[src/rtl/hola_sweep_pkg.sv]
// Shared types and sizes for the hola sweep self-test controller.
package hola_sweep_pkg;

  localparam int unsigned N_VEC = 16;
  localparam int unsigned VEC_W = 4;
  localparam int unsigned CNT_W = 5;

  typedef enum logic [1:0] {
    IDLE   = 2'd0,
    DRIVE  = 2'd1,
    SAMPLE = 2'd2,
    DONE   = 2'd3
  } state_e;

  typedef struct packed {
    logic             pass;
    logic [CNT_W-1:0] err_cnt;
    logic [VEC_W-1:0] first_fail;
  } sweep_res_t;

  // Error counter increment that sticks at N_VEC.
  function automatic logic [CNT_W-1:0] sat_inc(input logic [CNT_W-1:0] v);
    return (v >= CNT_W'(N_VEC)) ? v : v + CNT_W'(1);
  endfunction

endpackage

[src/rtl/hola_sweep_ctrl_if.sv]
// Control, circuit and result signals between the sweep controller and its user.
interface hola_sweep_ctrl_if;
  import hola_sweep_pkg::*;

  logic             start;
  logic             abort;
  logic             dut_s;
  logic [VEC_W-1:0] dut_vec;
  logic             busy;
  logic             done;
  sweep_res_t       res;

  modport master (
    output start, abort, dut_s,
    input  dut_vec, busy, done, res
  );

  modport slave (
    input  start, abort, dut_s,
    output dut_vec, busy, done, res
  );

endinterface

[src/rtl/hola_settle_cnt.sv]
// Settle timer: loads SETTLE-1, counts down to zero, flags zero combinationally.
module hola_settle_cnt #(
  parameter int unsigned SETTLE = 1
) (
  input  logic clk,
  input  logic rst_n,
  input  logic load_i,
  input  logic dec_i,
  output logic zero_c_o
);

  localparam int unsigned   CW       = $clog2(SETTLE + 1);
  localparam logic [CW-1:0] LOAD_VAL = CW'(SETTLE - 1);

  logic [CW-1:0] cnt_q, cnt_d;

  always_comb begin
    cnt_d = cnt_q;
    if (load_i) begin
      cnt_d = LOAD_VAL;
    end else if (dec_i && (cnt_q != '0)) begin
      cnt_d = cnt_q - CW'(1);
    end
  end

  always_ff @(posedge clk or negedge rst_n) begin
    if (!rst_n) cnt_q <= '0;
    else        cnt_q <= cnt_d;
  end

  assign zero_c_o = (cnt_q == '0);

endmodule

[src/rtl/hola_sweep_ctrl.sv]
// Self-test sequencer sweeping all 16 {a,b,c,d} vectors and checking s1 against EXP_TT.
// HOLA_SWEEP_STOP_ON_FAIL_EN: end the sweep at the first mismatching vector.
module hola_sweep_ctrl
  import hola_sweep_pkg::*;
#(
  parameter int unsigned      SETTLE = 1,
  parameter logic [N_VEC-1:0] EXP_TT = 16'hA8A8
) (
  input  logic             clk,
  input  logic             rst_n,
  hola_sweep_ctrl_if.slave bus
);

  localparam logic [VEC_W-1:0] LAST_IDX = VEC_W'(N_VEC - 1);

  state_e           state_q, state_d;
  logic [VEC_W-1:0] idx_q, idx_d;
  logic [VEC_W-1:0] vec_q, vec_d;
  logic             busy_q, busy_d;
  logic             done_q, done_d;
  logic             pass_q, pass_d;
  logic [CNT_W-1:0] err_q, err_d;
  logic [VEC_W-1:0] ff_q, ff_d;
  logic             load_c, dec_c, settle_zero_c, mismatch_c;

  hola_settle_cnt #(.SETTLE(SETTLE)) u_settle (
    .clk      (clk),
    .rst_n    (rst_n),
    .load_i   (load_c),
    .dec_i    (dec_c),
    .zero_c_o (settle_zero_c)
  );

  assign mismatch_c = (bus.dut_s != EXP_TT[idx_q]);

  always_ff @(posedge clk or negedge rst_n) begin
    if (!rst_n) state_q <= IDLE;
    else        state_q <= state_d;
  end

  // Next state; abort overrides everything, including a same-cycle start.
  always_comb begin
    state_d = state_q;
    case (state_q)
      IDLE, DONE: if (bus.start) state_d = DRIVE;
      DRIVE:      if (settle_zero_c) state_d = SAMPLE;
      SAMPLE: begin
`ifdef HOLA_SWEEP_STOP_ON_FAIL_EN
        if ((idx_q == LAST_IDX) || mismatch_c) state_d = DONE;
`else
        if (idx_q == LAST_IDX) state_d = DONE;
`endif
        else state_d = DRIVE;
      end
      default: state_d = IDLE;
    endcase
    if (bus.abort) state_d = IDLE;
  end

  // Datapath and registered-output next values.
  always_comb begin
    idx_d  = idx_q;
    vec_d  = vec_q;
    busy_d = busy_q;
    done_d = done_q;
    err_d  = err_q;
    ff_d   = ff_q;
    load_c = 1'b0;
    dec_c  = 1'b0;
    case (state_q)
      IDLE, DONE: begin
        if (state_d == DRIVE) begin
          idx_d  = '0;
          vec_d  = '0;
          err_d  = '0;
          ff_d   = '0;
          done_d = 1'b0;
          busy_d = 1'b1;
          load_c = 1'b1;
        end
      end
      DRIVE: dec_c = ~settle_zero_c;
      SAMPLE: begin
        if (mismatch_c) begin
          err_d = sat_inc(err_q);
          if (err_q == '0) ff_d = idx_q;
        end
        if (state_d == DONE) begin
          done_d = 1'b1;
          busy_d = 1'b0;
        end else if (state_d == DRIVE) begin
          idx_d  = idx_q + VEC_W'(1);
          vec_d  = idx_q + VEC_W'(1);
          load_c = 1'b1;
        end
      end
      default: ;
    endcase
    // Abort keeps the partial results but parks the circuit inputs at zero.
    if (bus.abort) begin
      busy_d = 1'b0;
      done_d = 1'b0;
      vec_d  = '0;
      err_d  = err_q;
      ff_d   = ff_q;
      load_c = 1'b0;
      dec_c  = 1'b0;
    end
  end

  assign pass_d = done_d && (err_d == '0);

  always_ff @(posedge clk or negedge rst_n) begin
    if (!rst_n) begin
      idx_q  <= '0;
      vec_q  <= '0;
      busy_q <= 1'b0;
      done_q <= 1'b0;
      pass_q <= 1'b0;
      err_q  <= '0;
      ff_q   <= '0;
    end else begin
      idx_q  <= idx_d;
      vec_q  <= vec_d;
      busy_q <= busy_d;
      done_q <= done_d;
      pass_q <= pass_d;
      err_q  <= err_d;
      ff_q   <= ff_d;
    end
  end

  assign bus.dut_vec        = vec_q;
  assign bus.busy           = busy_q;
  assign bus.done           = done_q;
  assign bus.res.pass       = pass_q;
  assign bus.res.err_cnt    = err_q;
  assign bus.res.first_fail = ff_q;

endmodule
[src/flat_wrapper.sv]
// flat-port wrapper written by rule: the top's interface ports become plain ports
module hola_sweep_ctrl_flat import hola_sweep_pkg::*;
#(
  parameter int unsigned      SETTLE = 1,
  parameter logic [N_VEC-1:0] EXP_TT = 16'hA8A8
)
  (clk, rst_n, bus_start, bus_abort, bus_dut_s, bus_dut_vec, bus_busy, bus_done, bus_res);
  hola_sweep_ctrl_if bus_i ();
  input  logic clk;
  input  logic rst_n;
  input wire logic [$bits(bus_i.start)-1:0] bus_start;
  input wire logic [$bits(bus_i.abort)-1:0] bus_abort;
  input wire logic [$bits(bus_i.dut_s)-1:0] bus_dut_s;
  output wire logic [$bits(bus_i.dut_vec)-1:0] bus_dut_vec;
  output wire logic [$bits(bus_i.busy)-1:0] bus_busy;
  output wire logic [$bits(bus_i.done)-1:0] bus_done;
  output wire logic [$bits(bus_i.res)-1:0] bus_res;
  assign bus_i.start = bus_start;
  assign bus_i.abort = bus_abort;
  assign bus_i.dut_s = bus_dut_s;
  assign bus_dut_vec = bus_i.dut_vec;
  assign bus_busy = bus_i.busy;
  assign bus_done = bus_i.done;
  assign bus_res = bus_i.res;
  hola_sweep_ctrl #(.SETTLE(SETTLE), .EXP_TT(EXP_TT)) u_core (.clk(clk), .rst_n(rst_n), .bus(bus_i));
endmodule
[config.mk]
export PLATFORM = sky130hd
export DESIGN_NAME = hola_sweep_ctrl_flat
export DESIGN_NICKNAME = d
export VERILOG_FILES = /design/src/rtl/hola_sweep_pkg.sv /design/src/rtl/hola_sweep_ctrl_if.sv /design/src/rtl/hola_settle_cnt.sv /design/src/rtl/hola_sweep_ctrl.sv /design/src/flat_wrapper.sv
export SDC_FILE = /design/constraint.sdc
export NUM_CORES = 1
export LEC_CHECK = 0
export CORE_MARGIN = 2
export CORE_UTILIZATION = 37
export DETAILED_ROUTE_END_ITERATION = 6
export GPL_ROUTABILITY_DRIVEN = 0
export SLEW_MARGIN = 20
export SYNTH_ARGS = -nofsm -noshare
export SYNTH_HDL_FRONTEND = slang
export SYNTH_HIERARCHICAL = 1
export SYNTH_SLANG_ARGS = --single-unit
[constraint.sdc]
create_clock -name clk -period 4.9 [get_ports clk]
set_input_delay 1.47 -clock clk [delete_from_list [all_inputs] [get_ports clk]]
set_output_delay 1.47 -clock clk [all_outputs]
set_load 0.03 [all_outputs]
# == Yosys cells after proc, flatten, opt, wreduce, memory -nomap -nowiden ==
# Memory sizes are Yosys's and may differ from the RTL's.
# Index checks and enable logic that the tools add are counted.
# word_totals
ff_bits,23
mem_bits_ro,16
elab_cells,80
mem_count,1
# memory_table
memory,depth,word_bits,rd,rd_clocked_by_memory_dff,wr,line,source
(name not given),16,1,1,0,0,hola_sweep_ctrl.sv:34,assign mismatch_c = (bus.dut_s != EXP_TT[idx_q]);
# classes
add_sub_neg,3
magnitude_cmp,2
eq_ne,16
mux,35
bitwise_logic,1
reduce_logical,13
# ops
operator,n
two-way mux 4 bit,6
two-way mux 5 bit,4
case mux 4 bit (2 select lines),2
two-way mux 1 bit,14
logical NOT 5 bit,2
case mux 5 bit (2 select lines),1
inequality test 3 x 2 -> 1 bit (second input constant),3
two-way mux 2 bit,4
inequality test 2 x 1 -> 1 bit (second input constant),4
AND reduction 4 bit,2
equality test 2 bit (second input constant),3
case mux 1 bit (2 select lines),3
case mux 2 bit (3 select lines),1
adder 5 x 1 -> 5 bit (second input constant),1
greater-or-equal comparator 5 bit (second input constant),1
less-than comparator 4 x 5 -> 1 bit (second input constant),1
AND reduction 5 bit,1
adder 4 x 1 -> 4 bit (second input constant),1
equality test 2 x 1 -> 1 bit (second input constant),2
equality test 4 bit (second input constant),1
nonzero test 2 bit,2
inequality test 3 bit (second input constant),1
AND reduction 3 bit,1
nonzero test 3 bit,1
other kinds (7),8

# == Logic depth before layout (Yosys ltp) ==
# depth
ltp_word,10
depth_mapped,9
depth_no_buf,8

# == Hierarchy ==
# The synthesis kept the hierarchy.
# by_module_without_submodules
module,instances,cells_per_inst,area_each_um2
hola_sweep_ctrl,1,138,1338.8
hola_settle_cnt,1,3,41.3

# == Worst setup path after synthesis ==
# No wires, ideal clock.
# synth_timing
kind,input port to flip-flop
startpoint,input port bus_abort
endpoint,"register u_core.vec_q[3], in the netlist u_core/bus.dut_vec[3]"
setup_ns,0.118
t_arrival_ns,2.516
path_slack_ns,2.266
cell_stages,5
n_path_buf,0
path_cell_list,nor3b_1 -> o2bb2ai_2 -> o211ai_2 -> and2_1 -> a21o_1
# synth_between
elab_chain_len,4
word_cells_on_any_way,9
cone_classes,eq/ne (5); mux (2); reduce/logical (2)
# synth_lines
item,line,source
from (decl),flat_wrapper.sv:12,input wire logic [$bits(bus_i.abort)-1:0] bus_abort;
two-way mux 2 bit (*),hola_sweep_ctrl.sv:57,if (bus.abort) state_d = IDLE;
named net u_core.state_d[0],hola_sweep_ctrl.sv:16,"state_e state_q, state_d;"
equality test 2 x 1 -> 1 bit / equality test 2 bit (equally long branches),"hola_sweep_ctrl.sv:72, hola_sweep_ctrl.sv:91, hola_sweep_ctrl.sv:88",
inequality test 3 x 2 -> 1 bit (no source line) / inequality test 3 bit (equally long branches),-,
AND reduction 4 bit (no source line) (*),-,
to (signal assigned),hola_sweep_ctrl.sv:124,vec_q <= vec_d;
to (decl),hola_sweep_ctrl.sv:18,"logic [VEC_W-1:0] vec_q, vec_d;"
# The timed path passes the listed nets; every way through them passes the cells marked *.
# A chain may end at the register's enable or synchronous reset.

# == Worst setup path after layout ==
# layout_timing
startpoint,input port bus_abort
endpoint,register u_core.pass_q
# layout_between
elab_chain_len,7
word_cells_on_any_way,12
cone_classes,eq/ne (2); mux (8); reduce/logical (2)
# layout_lines
item,line,source
two-way mux 2 bit,hola_sweep_ctrl.sv:57,
equality test 2 x 1 -> 1 bit,hola_sweep_ctrl.sv:72,if (state_d == DRIVE) begin
two-way mux 5 bit,hola_sweep_ctrl.sv:72,
case mux 5 bit (2 select lines),hola_sweep_ctrl.sv:70,case (state_q)
two-way mux 5 bit (*),hola_sweep_ctrl.sv:100,if (bus.abort) begin
named net u_core.err_d[3],hola_sweep_ctrl.sv:22,"logic [CNT_W-1:0] err_q, err_d;"
logical NOT 5 bit (*),hola_sweep_ctrl.sv:111,assign pass_d = done_d && (err_d == '0);
logical AND 1 bit (*),hola_sweep_ctrl.sv:111,
named net u_core.pass_d,hola_sweep_ctrl.sv:21,"logic pass_q, pass_d;"
to (signal assigned),hola_sweep_ctrl.sv:127,pass_q <= pass_d;
to (decl),hola_sweep_ctrl.sv:21,
# Marks and branches as above.

==> flow_summary.toml <==
[timing]
min_period_ns = 3.20
hold_viol_final = 0
finClkSkew_ns = 0.00466
max_slew.worst_pin.slew_ns = 0.673
max_freq_ghz = 0.312
setup_viol = 0
fin_ws_ns = 1.70
slew_headroom = 0.546
grt_setup_unrepaired = "no"
final.period_utilization = 0.653
fin_tns_setup_ns = 0
maxSlewViolCount = 0

[synthesis]
yosysSeqAreaShare = 0.417
ys_async_sr_fraction = 1.00
synth.area.top_cells = "dfrtp_1 42%, ha_1 4.5%, o21ai_0 4.0%"
ys_types = 47
syn-cell-area_mm2 = 0.00138
avgSynthCellArea_um2 = 9.79
ys_seq_elements = 23
ys.flop_type = "dfrtp_1"
synth_top_area_share = 0.417
yosys_warnings = 6
syn_nets = 151
yosysTopAreaCell = "dfrtp_1"
synth_edf_count = 0
syn_inst = 141

[worst_setup_path]
end_kind = "flop"
crit_path_start = "bus_abort"
critical_path_arrival_ns = 3.38
crit_fanout = 8
criticalPathCategory = "in2reg"
reg2reg_depth = 8
reg2reg_slack_ns = 2.41
endpoint = "u_core/pass_q"
timing.rr.end = "u_core/pass_q"
critPathLaunchType = "primary input"
r2r_start = "u_core/state_q[0]"
required_ns = 5.08

[final_layout]
stdcell_count = 206
diodes = 0
final_area_mm2 = 0.00163
final_common_cell = "dfrtp_1"
layout_common_cells = "23 x dfrtp_1, 19 x clkdlybuf4s50_1, 13 x nand2_1"
drive_gt1_frac = 0.108
nets = 169
area_growth_pct = 18.4

[detailed_routing]
vias_per_cell = 5.37
wire_per_inst_um = 13.8
drtAntennaViolNets = 0
drt-total-wl_um = 2850
firstDrtPassIters = 4
drc = 0
vias = 1107
drt_iter0_drc = 33

[global_routing]
antenna_found_initial = 0
grt_pass1_wl_um = 4940
overflow = 0
grt_pass1_vias = 1036
grtUsageTotal = 0.150
grt_max_degree = 24

[power]
pwr-share-clk = 0.178
p_int_uw = 385
switchingPower_uw = 277
p_sw_frac = 0.419
ir_drop_mv = 0.225
power_leakage_nw = 0.702
seqPwrFrac = 0.373
combPwrFrac = 0.449
powerDensity_mw_per_mm2 = 405

[floorplanning]
die-area_mm2 = 0.00423
start_util = 0.380
core_mm2 = 0.00363
die_w_um = 65.1
fp-row-count = 22
die_h_um = 65.1
io_pins = 21

[placement]
dp_hpwl_um = 2100
place_area_mm2 = 0.00159
dpl.cell_count = 202
pre_cts_ws_ns = 1.44
io_buffer_count = 20

[clocking]
cts_tree = "built"
cts-resized-gates = 0
clockBufferDepth = 2
postCtsHoldBufs = 0
clk_latency_ns = 0.26
path_clk_slew_ns = 0.09
cts_buffers = 3
post-cts-setup-buffers = 0
htreeDepth = 1
cts-root-buf = "clkbuf_8"
cts.sink_count = 23

[run_status]
outcome = "completed"

[run]
maxCapViolations = 0

[worst_hold_path]
holdPathStages = 1
min-delay-start = "u_core/bus.dut_vec[0]"
min_path_type = "reg2reg"
-- metrics by stage --
step | power [mW] | util | hold slack [ns]
after floorplan | 0.477 | - | 0.491
after global placement | 0.543 | 0.438 | 0.465
after detailed placement | 0.546 | 0.438 | 0.485
after CTS | 0.667 | 0.451 | 0.504
after global routing | 0.716 | 0.450 | 0.521
final | 0.663 | 0.450 | 0.496
-- final cells by class --
cell class,instances,area [µm²]
Sequential cell,23,576
Timing Repair Buffer,20,195
Clock buffer,3,41.3
Tap cell,48,60.1
Clock inverter,1,5.00
Inverter,13,48.8
Fill cell,369,2000
Multi-Input combinational cell,98,708
-- layer usage --
layer	routed length, µm	track usage
met5	0	0
met4	32	0.0547
met3	127	0.0260
met2	1290	0.229
met1	1400	0.211
-- Yosys cell counts, drive strengths merged (4+ instances only) --
master and instances:
nor2 8, nand2b 4, ha 5, dfrtp 23, nand2 13, nor3 4, o21ai 11, mux2i 6
a21oi 4, buf 5, inv 13
-- worst min path at each step --
stage,to,slack [ns]
global route,u_core/bus.dut_vec[0],0.52
floorplan,u_core/u_settle/cnt_q,0.49
detailed placement,u_core/bus.dut_vec[0],0.49
global placement,u_core/bus.dut_vec[3],0.46
finish,u_core/bus.dut_vec[0],0.50
CTS,u_core/bus.dut_vec[0],0.50
-- critical path, cell delays in order --
cell and delay [ns]:
clkdlybuf4s50_1 0.54, nor2_1 0.38, o21ai_0 0.36, nor3_1 0.27, nor3_1 0.10, nor4b_2 0.26
-- state kept, by name, summed over array words and instances, names as in the netlist --
signal	cells
u_core/bus.busy	1
u_core/bus.done	1
u_core/bus.dut_vec	4
u_core/err_q	5
u_core/ff_q	4
u_core/idx_q	4
u_core/pass_q	1
u_core/state_q	2
u_core/u_settle/cnt_q	1
-- cell families after synthesis --
logic type,synth area share
buf+inv,0.0698
flops,0.417
compound gates,0.185
mux,0.0635
fa+ha+maj,0.0453
xor+xnor,0.0190
simple gates,0.200
-- power groups by stage --
stage | sequential [mW] | combinational, mW | clock (mW)
finish | 0.247 | 0.298 | 0.118
CTS | 0.247 | 0.298 | 0.122
floorplan | 0.266 | 0.211 | 0
global placement | 0.250 | 0.294 | 0
global route | 0.251 | 0.332 | 0.132
detailed placement | 0.250 | 0.296 | 0
Note: power is estimated with default switching activity, not from simulation.
